File: src/rtl/reg_write_arbiter_pkg.sv
// Shared types and helpers for the register write arbiter.
// Holds the lock FSM encoding, default sizing and the round-robin pointer step.
// Pure declarations; no logic, no latency, no flow control.
package reg_write_arbiter_pkg;

  typedef enum logic {
    ST_IDLE   = 1'b0,
    ST_LOCKED = 1'b1
  } state_t;

  localparam int DEF_NREQ = 3;
  localparam int DEF_NREG = 8;
  localparam int DEF_W    = 32;

  // Pointer step after a commit by requester g: (g + 1) mod nreq.
  function automatic logic [2:0] next_ptr(input logic [2:0] g, input int nreq);
    if (int'(g) >= nreq - 1) begin
      return 3'd0;
    end
    return g + 3'd1;
  endfunction

endpackage

File: src/rtl/reg_write_arbiter_if.sv
// Write-request and read bus between the sequencers and the register bank.
// req_* carry one valid/ready write channel per requester; rd_* is a combinational read.
// Backpressure: req_ready is the per-requester grant; requesters hold req_* until ready.
interface reg_write_arbiter_if #(
  parameter int NREQ = 3,
  parameter int W    = 32,
  parameter int AW   = 3
);
  logic [NREQ-1:0]    req_valid;
  logic [NREQ-1:0]    req_lock;
  logic [NREQ*AW-1:0] req_addr;
  logic [NREQ*W-1:0]  req_data;
  logic [NREQ-1:0]    req_ready;
  logic [AW-1:0]      rd_addr;
  logic [W-1:0]       rd_data;

  modport master (
    output req_valid, req_lock, req_addr, req_data, rd_addr,
    input  req_ready, rd_data
  );

  modport slave (
    input  req_valid, req_lock, req_addr, req_data, rd_addr,
    output req_ready, rd_data
  );
endinterface

File: src/rtl/reg_write_arbiter_rr_arbiter.sv
// Round-robin picker: first valid & mask bit searched circularly from ptr.
// Latency: purely combinational, zero cycles.
// Backpressure: none; grant is all-zero when nothing eligible.
// Ports: valid/mask (NREQ) in, ptr (3) in, grant (NREQ, one-hot or zero) out.
module reg_write_arbiter_rr_arbiter #(
  parameter int NREQ = 3
) (
  input  logic [NREQ-1:0] valid,
  input  logic [2:0]      ptr,
  input  logic [NREQ-1:0] mask,
  output logic [NREQ-1:0] grant
);

  logic found;
  int   idx;

  always_comb begin
    grant = '0;
    found = 1'b0;
    idx   = 0;
    for (int k = 0; k < NREQ; k++) begin
      // ptr is always < NREQ, so a single wrap suffices.
      idx = int'(ptr) + k;
      if (idx >= NREQ) begin
        idx = idx - NREQ;
      end
      if (!found && valid[idx] && mask[idx]) begin
        grant[idx] = 1'b1;
        found      = 1'b1;
      end
    end
  end

endmodule

File: src/rtl/reg_write_arbiter.sv
// Round-robin write arbiter with optional ownership lock over a bank of W-bit registers.
// Latency: grant is combinational (0 cycles); a write is visible on rd_data after 1 edge.
// Backpressure: req_ready low while another requester holds the lock or clear is asserted.
// Ports: CLOCK_50, Reset (async, active-low), clear (sync), bus (slave modport),
//        locked / owner (lock FSM status), wr_count (saturating commit counter).
module reg_write_arbiter
  import reg_write_arbiter_pkg::*;
#(
  parameter int NREQ = DEF_NREQ,
  parameter int NREG = DEF_NREG,
  parameter int W    = DEF_W,
  parameter int AW   = $clog2(NREG)
) (
  input  logic                 CLOCK_50,
  input  logic                 Reset,
  input  logic                 clear,
  reg_write_arbiter_if.slave   bus,
  output logic                 locked,
  output logic [2:0]           owner,
  output logic [15:0]          wr_count
);

  localparam int IW = $clog2(NREG);

  state_t          state;
  state_t          state_nxt;
  logic [2:0]      ptr;
  logic [NREQ-1:0] mask;
  logic [NREQ-1:0] grant;
  logic            commit;
  logic [2:0]      gidx;
  logic [AW-1:0]   wr_addr;
  logic [W-1:0]    wr_data;
  logic            wr_lock;
  logic            wr_in_range;
  logic            rd_in_range;
  logic [W-1:0]    regs [NREG];

  // Eligibility: clear blocks everyone, lock restricts to the owner.
  always_comb begin
    mask = '0;
    if (!clear) begin
      if (state == ST_LOCKED) begin
        for (int i = 0; i < NREQ; i++) begin
          if (3'(i) == owner) begin
            mask[i] = 1'b1;
          end
        end
      end else begin
        mask = '1;
      end
    end
  end

  reg_write_arbiter_rr_arbiter #(
    .NREQ (NREQ)
  ) u_rr_arbiter (
    .valid (bus.req_valid),
    .ptr   (ptr),
    .mask  (mask),
    .grant (grant)
  );

  assign bus.req_ready = grant;
  assign commit        = |grant;

  // Select the granted requester's write fields.
  always_comb begin
    gidx    = '0;
    wr_addr = '0;
    wr_data = '0;
    wr_lock = 1'b0;
    for (int i = 0; i < NREQ; i++) begin
      if (grant[i]) begin
        gidx    = 3'(i);
        wr_addr = bus.req_addr[i*AW +: AW];
        wr_data = bus.req_data[i*W +: W];
        wr_lock = bus.req_lock[i];
      end
    end
  end

  assign wr_in_range = (int'(wr_addr) < NREG);
  assign rd_in_range = (int'(bus.rd_addr) < NREG);

  // Lock FSM: state register.
  always_ff @(posedge CLOCK_50 or negedge Reset) begin
    if (!Reset) begin
      state <= ST_IDLE;
    end else begin
      state <= state_nxt;
    end
  end

  // Lock FSM: next state. Only the owner can commit while locked.
  always_comb begin
    state_nxt = state;
    if (clear) begin
      state_nxt = ST_IDLE;
    end else if (commit) begin
      case (state)
        ST_IDLE:   if (wr_lock)  state_nxt = ST_LOCKED;
        ST_LOCKED: if (!wr_lock) state_nxt = ST_IDLE;
        default:   state_nxt = ST_IDLE;
      endcase
    end
  end

  // Lock FSM: outputs.
  always_comb begin
    locked = (state == ST_LOCKED);
  end

  // Owner is latched on lock entry and kept afterwards as "last owner".
  always_ff @(posedge CLOCK_50 or negedge Reset) begin
    if (!Reset) begin
      owner <= '0;
    end else if (commit && state == ST_IDLE && wr_lock) begin
      owner <= gidx;
    end
  end

  // Pointer advances past any idle-state winner and past the owner on unlock;
  // a locked owner re-writing with lock held leaves it alone.
  always_ff @(posedge CLOCK_50 or negedge Reset) begin
    if (!Reset) begin
      ptr <= '0;
    end else if (commit && (state == ST_IDLE || !wr_lock)) begin
      ptr <= next_ptr(gidx, NREQ);
    end
  end

  always_ff @(posedge CLOCK_50 or negedge Reset) begin
    if (!Reset) begin
      wr_count <= '0;
    end else if (clear) begin
      wr_count <= '0;
    end else if (commit && wr_count != 16'hFFFF) begin
      wr_count <= wr_count + 16'd1;
    end
  end

  // Out-of-range addresses complete the handshake but touch no register.
  always_ff @(posedge CLOCK_50 or negedge Reset) begin
    if (!Reset) begin
      for (int r = 0; r < NREG; r++) begin
        regs[r] <= '0;
      end
    end else if (clear) begin
      for (int r = 0; r < NREG; r++) begin
        regs[r] <= '0;
      end
    end else if (commit && wr_in_range) begin
      regs[wr_addr[IW-1:0]] <= wr_data;
    end
  end

  assign bus.rd_data = rd_in_range ? regs[bus.rd_addr[IW-1:0]] : '0;

endmodule

File: src/flat_wrapper.sv
// flat-port wrapper written by rule: the top's interface ports become plain ports
module reg_write_arbiter_flat import reg_write_arbiter_pkg::*;
#(
  parameter int NREQ = DEF_NREQ,
  parameter int NREG = DEF_NREG,
  parameter int W    = DEF_W,
  parameter int AW   = $clog2(NREG)
)
  (CLOCK_50, Reset, clear, locked, owner, wr_count, bus_req_valid, bus_req_lock, bus_req_addr, bus_req_data, bus_rd_addr, bus_req_ready, bus_rd_data);
  reg_write_arbiter_if #(.NREQ(NREQ), .W(W), .AW(AW)) bus_i ();
  input  logic CLOCK_50;
  input  logic Reset;
  input  logic clear;
  output logic locked;
  output logic [2:0] owner;
  output logic [15:0] wr_count;
  input wire logic [$bits(bus_i.req_valid)-1:0] bus_req_valid;
  input wire logic [$bits(bus_i.req_lock)-1:0] bus_req_lock;
  input wire logic [$bits(bus_i.req_addr)-1:0] bus_req_addr;
  input wire logic [$bits(bus_i.req_data)-1:0] bus_req_data;
  input wire logic [$bits(bus_i.rd_addr)-1:0] bus_rd_addr;
  output wire logic [$bits(bus_i.req_ready)-1:0] bus_req_ready;
  output wire logic [$bits(bus_i.rd_data)-1:0] bus_rd_data;
  assign bus_i.req_valid = bus_req_valid;
  assign bus_i.req_lock = bus_req_lock;
  assign bus_i.req_addr = bus_req_addr;
  assign bus_i.req_data = bus_req_data;
  assign bus_i.rd_addr = bus_rd_addr;
  assign bus_req_ready = bus_i.req_ready;
  assign bus_rd_data = bus_i.rd_data;
  reg_write_arbiter #(.NREQ(NREQ), .NREG(NREG), .W(W), .AW(AW)) u_core (.CLOCK_50(CLOCK_50), .Reset(Reset), .clear(clear), .bus(bus_i), .locked(locked), .owner(owner), .wr_count(wr_count));
endmodule
File: config.mk
export PLATFORM = sky130hd
export DESIGN_NAME = reg_write_arbiter_flat
export DESIGN_NICKNAME = d
export VERILOG_FILES = /design/src/rtl/reg_write_arbiter_pkg.sv /design/src/rtl/reg_write_arbiter_if.sv /design/src/rtl/reg_write_arbiter_rr_arbiter.sv /design/src/rtl/reg_write_arbiter.sv /design/src/flat_wrapper.sv
export SDC_FILE = /design/constraint.sdc
export NUM_CORES = 1
export LEC_CHECK = 0
export ABC_AREA = 1
export BUFFER_PORTS_ARGS = -buffer_cell sky130_fd_sc_hd__buf_4
export CORE_MARGIN = 2
export CORE_UTILIZATION = 56
export CTS_CLUSTER_DIAMETER = 50
export DETAILED_ROUTE_END_ITERATION = 8
export HOLD_SLACK_MARGIN = 0.05
export PLACE_DENSITY = 0.77
export SLEW_MARGIN = 10
export SYNTH_ARGS = -nofsm -noshare
export SYNTH_HDL_FRONTEND = slang
export SYNTH_SLANG_ARGS = --single-unit
File: constraint.sdc
create_clock -name CLOCK_50 -period 3.4 [get_ports CLOCK_50]
set_input_delay 0.34 -clock CLOCK_50 [delete_from_list [all_inputs] [get_ports CLOCK_50]]
set_output_delay 0.34 -clock CLOCK_50 [all_outputs]
set_load 0.02 [all_outputs]
==> reports/summary.txt <==
Smallest hold slack: 218.1 ps
Antenna cells: 0
Relative slew margins: 26.63%
Starting DRC count in detailed routing: 2,146
Setup-failing EPs final: 0
Final instance area: 0.01900 mm2
Clk_lat worst skew: 520 ps
Most frequent cells in the layout: 514 x nand2_1, 453 x nand3_1, 278 x dfrtp_1
Port Buf Inserts: 170
Fin nets: 2,400
Area delta synth->final: 23.34%
Outcome: complete, no violations
Post-synth design cell area: 0.01540 mm2
Fin crit period: 3260 ps
Setup Skew: 14.39 ps
Hpwl dp: 29,280 um
Tightest Hold Check Type: in2reg
First-pass DRT Iterations: 6
RD Place Congestion: 0.8838
Setup crit end kind: flip-flop
DRC: 0
Arr. time, crit path: 3670 ps
Die area: 0.02885 mm2
Grt total ovfl: 0
Initial core utilization: 57.16%
Initial antenna violation count: 0
Finished Layout Cells: 2,640
Maximum fanout along the worst path: 8
Vias per cell: 6.079
Die W: 169.9 um
Mapped Nets: 2,248
Total of max-cap violations: 0
CP Cell Sequence: ha_2 > inv_1 > ha_4 > inv_2 > nand2_2 > nand2_2 > nand2_1 > nand2_1 > a21oi_4 > nand2_4 > inv_2 > nor2_2 > nand2_2 > nand2_1 > nand2_2 > nand2_4 > buf_4 > nand2_1 > nand3_4 > nor2_4 > nand3_4 > clkbuf_16 > nand2_1 > nand2_1
Cell variety after synth: 37
Vias in the first global route: 14,938
Layout cells sized above 1: 18.36%
Yosys Warn Count: 0
Avg Cell Area, Syn: 7.260 um2
Root Driver: clkbuf_16
Drt total wl: 52,880 um
CP startpoint kind: flip-flop
Core ar.: 0.02695 mm2
Site Rows: 60
Wirelength per Cell: 20.03 um
Max Freq: 306.8 MHz
Clock slew at reported path FFs: 60 ps
CTS tree: yes
Slew @ Worst Pin: 1101 ps
Most frequent CP cell: nand2_1
Critical path's slowest cell: dfrtp_1
Crit path buf inv count: 5
Clock buffer depth: 3
Slew Viols, Final: 0
Placed Cells: 2,551
Post-route ant nets: 0
Area after detailed placement: 0.01728 mm2
TritonCTS buffer count: 35
Boundary Pins: 172
Wire length of the first global-routing pass: 78,680 um
Kind of critical path: reg2reg
Largest net degree at the start of global routing: 235
Final hold violations: 0
Via count: 16,048
Die height: 169.9 um
#FFs+latches synth: 278
Crit-path max cell delay: 400 ps
Commonest non-fill, non-tap cell in the layout: nand2_1
Crit path required time: 3810 ps
All-Layer GR Usage: 34.12%
CTS sink count: 278
Family with the most delay on the worst path: simple AND/OR/NAND/NOR gates
Post-synthesis instance total: 2,122
# fillers: 2,166
Tcrit/Tclk final: 95.88%
Seq/Total Area, Yosys: 45.16%
H-tree Lvls: 2
[registers in the layout, summed over array words and instances (netlist names)]
register and count:
u_core.owner 2, u_core.locked 1, u_core.wr_count 16, u_core.regs 256, u_core.ptr 3
[Yosys cell counts]
cell | number | share of area [%]
o21bai_1 | 1 | 0.049
o21ai_0 | 180 | 5.8
nand3_2 | 4 | 0.26
nor2_4 | 4 | 0.29
buf_2 | 50 | 1.6
inv_6 | 1 | 0.057
nand2_1 | 528 | 13
buf_6 | 1 | 0.073
nor2_1 | 250 | 6.1
and3_1 | 2 | 0.081
nand4_1 | 8 | 0.32
nor4_1 | 3 | 0.12
o22ai_1 | 32 | 1.3
clkinv_1 | 1 | 0.024
nor3_1 | 9 | 0.29
clkbuf_1 | 65 | 1.6
inv_2 | 11 | 0.27
a21oi_2 | 22 | 1.3
nor2_2 | 2 | 0.081
conb_1 | 1 | 0.024
a21boi_2 | 1 | 0.073
buf_1 | 31 | 0.76
inv_1 | 80 | 1.9
o31ai_1 | 1 | 0.049
nand3_4 | 2 | 0.23
buf_4 | 14 | 0.68
dfrtp_1 | 278 | 45
nand3_1 | 456 | 15
nor4b_1 | 1 | 0.057
nand2_2 | 10 | 0.41
a31oi_1 | 32 | 1.3
xor2_1 | 9 | 0.51
a21o_1 | 1 | 0.049
o21ai_1 | 2 | 0.065
a21oi_1 | 19 | 0.62
ha_1 | 9 | 0.73
or2_2 | 1 | 0.041
[through the flow]
stage	setup TNS (ps)	util, %	setup slack, ps
after floorplan	0	-	469.9
after global placement	0	64.10	152.2
after detailed placement	-33.21	64.10	-33.21
after CTS	0	68.56	6.648
after global routing	-3270	70.50	-74.83
final	0	70.50	140.0
[worst paths after layout]
check | from | endpoint | slack (ps) | cells past startpoint
max | u_core.ptr[1]$_DFFE_PN0P_ | u_core.regs[238]$_DFFE_PN0P_ | 140 | 24
min | clear | u_core.wr_count[14]$_DFFE_PN0P_ | 220 | 4
max reg2reg | u_core.ptr[1]$_DFFE_PN0P_ | u_core.regs[238]$_DFFE_PN0P_ | 140 | 24
min reg2reg | u_core.regs[235]$_DFFE_PN0P_ | u_core.regs[235]$_DFFE_PN0P_ | 470 | 2
max in group asynchronous | Reset | u_core.regs[187]$_DFFE_PN0P_ | 2070 | 3
min in group asynchronous | Reset | u_core.ptr[2]$_DFFE_PN0P_ | 440 | 2
[layer usage]
metal	share of wire [%]	global-route usage, %	vias to the layer above	wire length [um]
li1	-	-	7349	-
met4	5.2	13.60	0	2753
met5	0	0	-	0
met1	38	45.32	7561	19860
met3	11	4.558	192	5584
met2	47	56.98	946	24680
[logic make-up after synthesis]
logic type	share of synthesized area, %
buffers and inverters	7.017
adders and majority gates	0.7310
AOI/OAI and AO/OA	10.60
and+or+nand+nor	35.96
other	0.02434
xor gates and xnor gates	0.5117
DFF	45.16
[worst register-to-register path: stages, from the launching register on]
cell	delay [ps]
dfrtp_1	400
ha_2	200
inv_1	90
ha_4	170
inv_2	60
nand2_2	80
nand2_2	70
nand2_1	60
nand2_1	90
a21oi_4	210
nand2_4	90
inv_2	60
nor2_2	40
nand2_2	100
nand2_1	90
nand2_2	80
nand2_4	70
buf_4	160
nand2_1	110
nand3_4	130
nor2_4	240
nand3_4	210
clkbuf_16	250
nand2_1	70
nand2_1	50
[timing repair]
item,in CTS,in global routing
setup buffers,0,16
gates cloned,0,10
setup endpoints to repair,5,277
pin swaps,0,16
resized for setup,4,49
hold buffers,1,0
hold endpoints to repair,95,0
[final cells by class]
type,instances,area (um2),share of cell area (%)
inverters,93,360.3,1.897
flip-flops and latches,278,6957,36.62
clock buffers,46,998.5,5.255
clock inverters,16,177.7,0.9351
multi-input cells,1590,7528,39.62
repair buffers,276,2551,13.43
well taps,341,426.7,2.246
Power is not shown: default switching activity piles up to over one toggle a cycle in this logic, so the estimate is an artifact.
